$ cat config.mk
export PLATFORM = sky130hd
export DESIGN_NAME = alarm_sequencer
export DESIGN_NICKNAME = d
export VERILOG_FILES = /design/src/rtl/alarm_sequencer.sv
export SDC_FILE = /design/constraint.sdc
export NUM_CORES = 1
export LEC_CHECK = 0
export ABC_CLOCK_PERIOD_IN_PS = 2700
export BUFFER_PORTS_ARGS = -buffer_cell sky130_fd_sc_hd__buf_2
export CAP_MARGIN = 30
export CORE_ASPECT_RATIO = 0.6
export CORE_MARGIN = 4
export CORE_UTILIZATION = 55
export DETAILED_ROUTE_END_ITERATION = 8
export PLACE_DENSITY = 0.74
export SLEW_MARGIN = 10
export SYNTH_ARGS = -nofsm -noshare
export SYNTH_HDL_FRONTEND = slang
export SYNTH_SLANG_ARGS = --single-unit
$ cat constraint.sdc
create_clock -name io_in -period 2.7 [get_ports io_in]
set_clock_uncertainty 0.2 [all_clocks]
set_input_delay 0.54 -clock io_in [delete_from_list [all_inputs] [get_ports io_in]]
set_output_delay 0.54 -clock io_in [all_outputs]
set_load 0.01 [all_outputs]
$ cat src/rtl/alarm_sequencer.sv
// Alarm sequencer: three debounced buttons (up/down/go) set a 4-bit countdown
// setpoint, arm a prescaled countdown and raise an alarm when it expires.
// Optional feature macro: ALARM_BLINK_EN -- when defined, the alarm output
// blinks (starts high, toggles on every tick) instead of staying steadily high.
module alarm_sequencer #(
    parameter int DEB_LEN  = 7,
    parameter int PRESCALE = 4
) (
    input  logic [7:0] io_in,
    output logic [7:0] io_out
);

    typedef enum logic [1:0] {
        IDLE  = 2'd0,
        SET   = 2'd1,
        ARMED = 2'd2,
        ALARM = 2'd3
    } state_t;

    localparam logic [7:0] PRESC_MAX = 8'(PRESCALE - 1);

    // Button bit positions inside the packed button vectors.
    localparam int B_UP = 0;
    localparam int B_DN = 1;
    localparam int B_GO = 2;

    logic clk;
    logic rst;
    logic [2:0] btn_raw;
    logic unused_in;

    assign clk       = io_in[0];
    assign rst       = io_in[1];
    assign btn_raw   = io_in[4:2];
    assign unused_in = ^io_in[7:5];

    logic [2:0][DEB_LEN-1:0] deb_q;
    logic [2:0][DEB_LEN-1:0] deb_d;
    logic [2:0]              full;
    logic [2:0]              full_q;
    logic [2:0]              ev;

    state_t     state_q;
    state_t     state_d;
    logic [3:0] setpoint_q;
    logic [3:0] setpoint_d;
    logic [3:0] remaining_q;
    logic [3:0] remaining_d;
    logic [7:0] presc_q;
    logic [7:0] presc_d;
    logic       tick;
    logic       alarm;

    // Shift each raw button into its own history; an event is the rising
    // edge of "history fully set", so one held press yields one event.
    always_comb begin
        for (int b = 0; b < 3; b++) begin
            deb_d[b] = {deb_q[b][DEB_LEN-2:0], btn_raw[b]};
            full[b]  = &deb_q[b];
        end
        ev = full & ~full_q;
    end

    // Debounce history and previous "fully set" flags.
    always_ff @(posedge clk or posedge rst) begin
        if (rst) begin
            deb_q  <= '0;
            full_q <= '0;
        end else begin
            deb_q  <= deb_d;
            full_q <= full;
        end
    end

    // Tick fires on the prescaler wrap cycle while counting is active.
    always_comb begin
        tick = ((state_q == ARMED) || (state_q == ALARM)) && (presc_q == PRESC_MAX);
    end

    // Next-state logic: go takes priority over up/down; simultaneous
    // up and down cancel each other.
    always_comb begin
        state_d     = state_q;
        setpoint_d  = setpoint_q;
        remaining_d = remaining_q;
        presc_d     = presc_q;
        case (state_q)
            IDLE, SET: begin
                if (ev[B_GO]) begin
                    if (setpoint_q != 4'd0) begin
                        state_d     = ARMED;
                        remaining_d = setpoint_q;
                        presc_d     = 8'd0;
                    end
                end else if (ev[B_UP] && !ev[B_DN]) begin
                    state_d    = SET;
                    setpoint_d = setpoint_q + 4'd1;
                end else if (ev[B_DN] && !ev[B_UP]) begin
                    state_d    = SET;
                    setpoint_d = setpoint_q - 4'd1;
                end
            end
            ARMED: begin
                if (ev[B_GO]) begin
                    state_d     = IDLE;
                    remaining_d = 4'd0;
                    presc_d     = 8'd0;
                end else if (tick) begin
                    presc_d     = 8'd0;
                    remaining_d = remaining_q - 4'd1;
                    if (remaining_q == 4'd1) begin
                        state_d = ALARM;
                    end
                end else begin
                    presc_d = presc_q + 8'd1;
                end
            end
            ALARM: begin
                if (ev[B_GO]) begin
                    state_d = IDLE;
                    presc_d = 8'd0;
                end else if (tick) begin
                    presc_d = 8'd0;
                end else begin
                    presc_d = presc_q + 8'd1;
                end
            end
            default: begin
                state_d = IDLE;
            end
        endcase
    end

    // FSM state, setpoint, countdown and prescaler registers.
    always_ff @(posedge clk or posedge rst) begin
        if (rst) begin
            state_q     <= IDLE;
            setpoint_q  <= 4'd0;
            remaining_q <= 4'd0;
            presc_q     <= 8'd0;
        end else begin
            state_q     <= state_d;
            setpoint_q  <= setpoint_d;
            remaining_q <= remaining_d;
            presc_q     <= presc_d;
        end
    end

`ifdef ALARM_BLINK_EN
    logic blink_q;
    logic blink_d;

    // Blink phase: set on entry to ALARM, toggled by each tick while in ALARM.
    always_comb begin
        blink_d = 1'b0;
        if ((state_q == ARMED) && (state_d == ALARM)) begin
            blink_d = 1'b1;
        end else if ((state_q == ALARM) && (state_d == ALARM)) begin
            blink_d = tick ? ~blink_q : blink_q;
        end
    end

    // Blink phase register.
    always_ff @(posedge clk or posedge rst) begin
        if (rst) begin
            blink_q <= 1'b0;
        end else begin
            blink_q <= blink_d;
        end
    end

    assign alarm = (state_q == ALARM) && blink_q;
`else
    assign alarm = (state_q == ALARM);
`endif

    // Output mapping; everything derives from reset registers so the
    // outputs drop to zero as soon as reset asserts.
    always_comb begin
        io_out = 8'h00;
        case (state_q)
            IDLE, SET: io_out[3:0] = setpoint_q;
            ARMED:     io_out[3:0] = remaining_q;
            default:   io_out[3:0] = 4'd0;
        endcase
        io_out[4] = (state_q == ARMED);
        io_out[5] = alarm;
        io_out[6] = tick;
        io_out[7] = 1'b0;
    end

endmodule

==> reports/qor.yml <==
synthesis:
  synth_compound_area_frac: 0.124
  synth_top_family_by_area: "simple AND/OR/NAND/NOR gates"
  synth_seq_area_share: 0.574
  synth-seq-cells: 42
  avgSynthCellArea_um2: 11.0
  synthesis.area_um2: 1830
  synthMuxAreaShare: 0
  synth-simple-area-share: 0.157
  yosysWarnings: 0
  synth.distinct_cells: 36
  syn_inst: 166
  synthAdderAreaFrac: 0.0588
  syn_nets: 182
  synth-async-reset-ratio: 1.00
  ys.flop_type: "dfrtp_1"
  yosys.area_share.xor_xnor: 0.0383
  synth_edf_count: 0
pwr:
  p_leak_nw: 1.19
  powerDensity_nw_per_um2: 794
  max-vdd-ir-drop_v: 0.000584
placement:
  place_congestion: 0.846
  portBuffers: 7
  dp_cells: 211
  hpwl_um: 2320
worst_setup_path:
  crit_fanout: 4
  crit_required_ns: 2.70
  crit_cells: 10
  cpMaxStageDelayCell: "or3_1"
  crit_arrival_ns: 2.50
  rr_worst_depth: 10
  cp_slowest_stage_delay_ns: 0.39
  crit_path_start_kind: "flip-flop"
  r2r-end: "setpoint_q[3]"
  critPathTopFamily: "simple AND/OR/NAND/NOR gates"
  worstPathCellList: "nand4_1 > or3_1 > ha_1 > inv_1 > ha_1 > a21o_1 > a21oi_1 > xnor2_1 > nand2_1 > xnor2_1"
  critPathCapture: "setpoint_q[3]"
  crit_start: "deb_d[9]"
  critPathKind: "reg2reg"
  r2r_slack_ns: 0.20
  r2r_start: "deb_d[9]"
  endpoint_kind: "flip-flop"
  crit_buf_inv: 1
final_layout:
  syn_to_final_growth_pct: 21.1
  drive_above_1_share: 0.129
  multi_input_area_um2: 696
  antenna_cells: 0
  nFillCells: 223
  regArea_um2: 1050
  fin_nets: 238
  fin_cells: 267
clock_tree:
  post_cts_buffers: 0
  cts-resized-gates: 0
  cts_tree: "built"
  holdBufCountCts: 0
  clkLatencyLatePin_ns: 0.29
  path_clk_slew_ns: 0.09
routing:
  drtPass1Iterations: 4
  dr_total_vias: 1421
  ant_nets: 0
  vias_per_cell: 5.32
  wl_um: 3760
  drt_iter0_drc: 119
  drc_errors: 0
  wl_per_cell_um: 14.1
global_route:
  use_met3: 0.144
  use_met1: 0.249
  antenna_found_initial: 0
  grt_max_degree: 16
  grt_usage: 0.220
  grt_overflow_total: 0
  met2_usage: 0.249
  grt_pass1_vias: 1676
  top_usage_layer: "met4"
  grt_pass1_wl_um: 6580
floorplanning:
  die_height_um: 52.7
  io-pin-count: 16
  die_area_um2: 4350
  row_count: 15
  initial_utilization: 0.606
  core_area_um2: 3020
  die_x_um: 82.5
status:
  violations: "hold timing"
  status: "finished with violations"
min_path:
  min_path_cells: 0
  hp-class: "clk2reg"
sta:
  fin_crit_ns: 2.50
  setup_violations: 0
  finalSetupTns_ns: 0
  timing.hold.ws_ns: -0.472
  rsz0062_at_grt: "no"
  tightest_slew_ns: 0.521
  finalMaxSlewViolations: 0
  max_slew_margin: 0.650
  max_freq_ghz: 0.400
  fin_crit_sh: 0.925
  hold_viol_final: 3
job:
  drv_cap: 0
## cells by family (layout without fill, tap and decap cells)
logic type	Yosys count	after routing
fa+ha+maj	8	8
simple gates	54	54
compound gates	35	35
xor+xnor	8	8
flops	42	42
buf+inv	18	77
other cells	1	1
## final cells by class
cell class,instances,share of cell area
Tap cell,42,0.0237
Sequential cell,42,0.474
Clock inverter,47,0.0869
Multi-Input combinational cell,106,0.314
Timing Repair Buffer,8,0.0192
Clock buffer,10,0.0621
Inverter,12,0.0203
## metrics by stage
| step | cell area [µm²] | hold slack, ns | utilization | power [mW] | setup slack, ns |
|---|---|---|---|---|---|
| floorplan | 1830 | -0.169 | - | 0.825 | 0.176 |
| global placement | 1890 | -0.169 | 0.626 | 0.824 | 0.176 |
| detailed placement | 1890 | -0.169 | 0.626 | 0.824 | 0.176 |
| CTS | 2220 | -0.483 | 0.734 | 1.82 | 0.176 |
| global route | 2220 | -0.498 | 0.734 | 1.93 | 0.0625 |
| finish | 2220 | -0.472 | 0.734 | 1.76 | 0.202 |
## report_power, final
group | leakage (nW) | internal (mW) | switching (mW) | total (mW)
registers | 0.588 | 0.622 | 0 | 0.622
logic | 0.299 | 0 | 0.000631 | 0.000631
clock network | 0.305 | 0.444 | 0.693 | 1.14
## Yosys cell counts, types with 4 or more instances
cell,instances,area share
a21o_1,4,0.016
a21oi_1,4,0.011
buf_4,4,0.016
dfrtp_1,42,0.57
ha_1,7,0.048
inv_1,11,0.023
nand2_1,14,0.029
nand3_1,6,0.016
nor2_1,11,0.023
nor3_1,5,0.014
o21ai_0,9,0.025
o22ai_1,5,0.017
xnor2_1,5,0.024
## worst min path at each step
stage	startpoint	slack, ns	endpoint
after global placement	io_in[4]	-0.17	deb_d[15]
after global routing	io_in[2]	-0.50	deb_d[1]
after floorplan	io_in[4]	-0.17	deb_d[15]
after CTS	io_in[2]	-0.48	deb_d[1]
final	io_in[3]	-0.47	deb_d[8]
after detailed placement	io_in[4]	-0.17	deb_d[15]
## registers in the layout, indices dropped and copies added, names as in the netlist
signal / count
deb_q: 3
state_q: 2
full_q: 3
remaining_q: 4
presc_q: 8
deb_d: 18
setpoint_q: 4
## metal layers
layer  vias to the layer above  wire length, µm
li1                        691                -
met1                       680             1790
met2                        42             1640
met3                         8              251
met4                         0               74
met5                         -                0
## cells in the final DEF (no fill, tap or decap), types with 2 or more instances in the layout
cell	n
dfrtp_1	42
o21ai_0	9
ha_1	7
a21o_1	4
nor3_1	5
inv_2	2
nor2_1	11
nand3b_1	2
o21ai_1	2
nand3_1	6
a31oi_1	3
a21oi_1	4
clkbuf_8	10
buf_2	7
nor3b_1	2
and3_1	2
xor2_1	3
o22ai_1	5
nor4_1	2
o21bai_1	3
nor4b_1	2
a2bb2oi_1	3
inv_1	52
nand4_1	2
nand2_1	14
xnor2_1	5
clkinvlp_4	2
No activity file was read; power rests on OpenSTA's default activity.
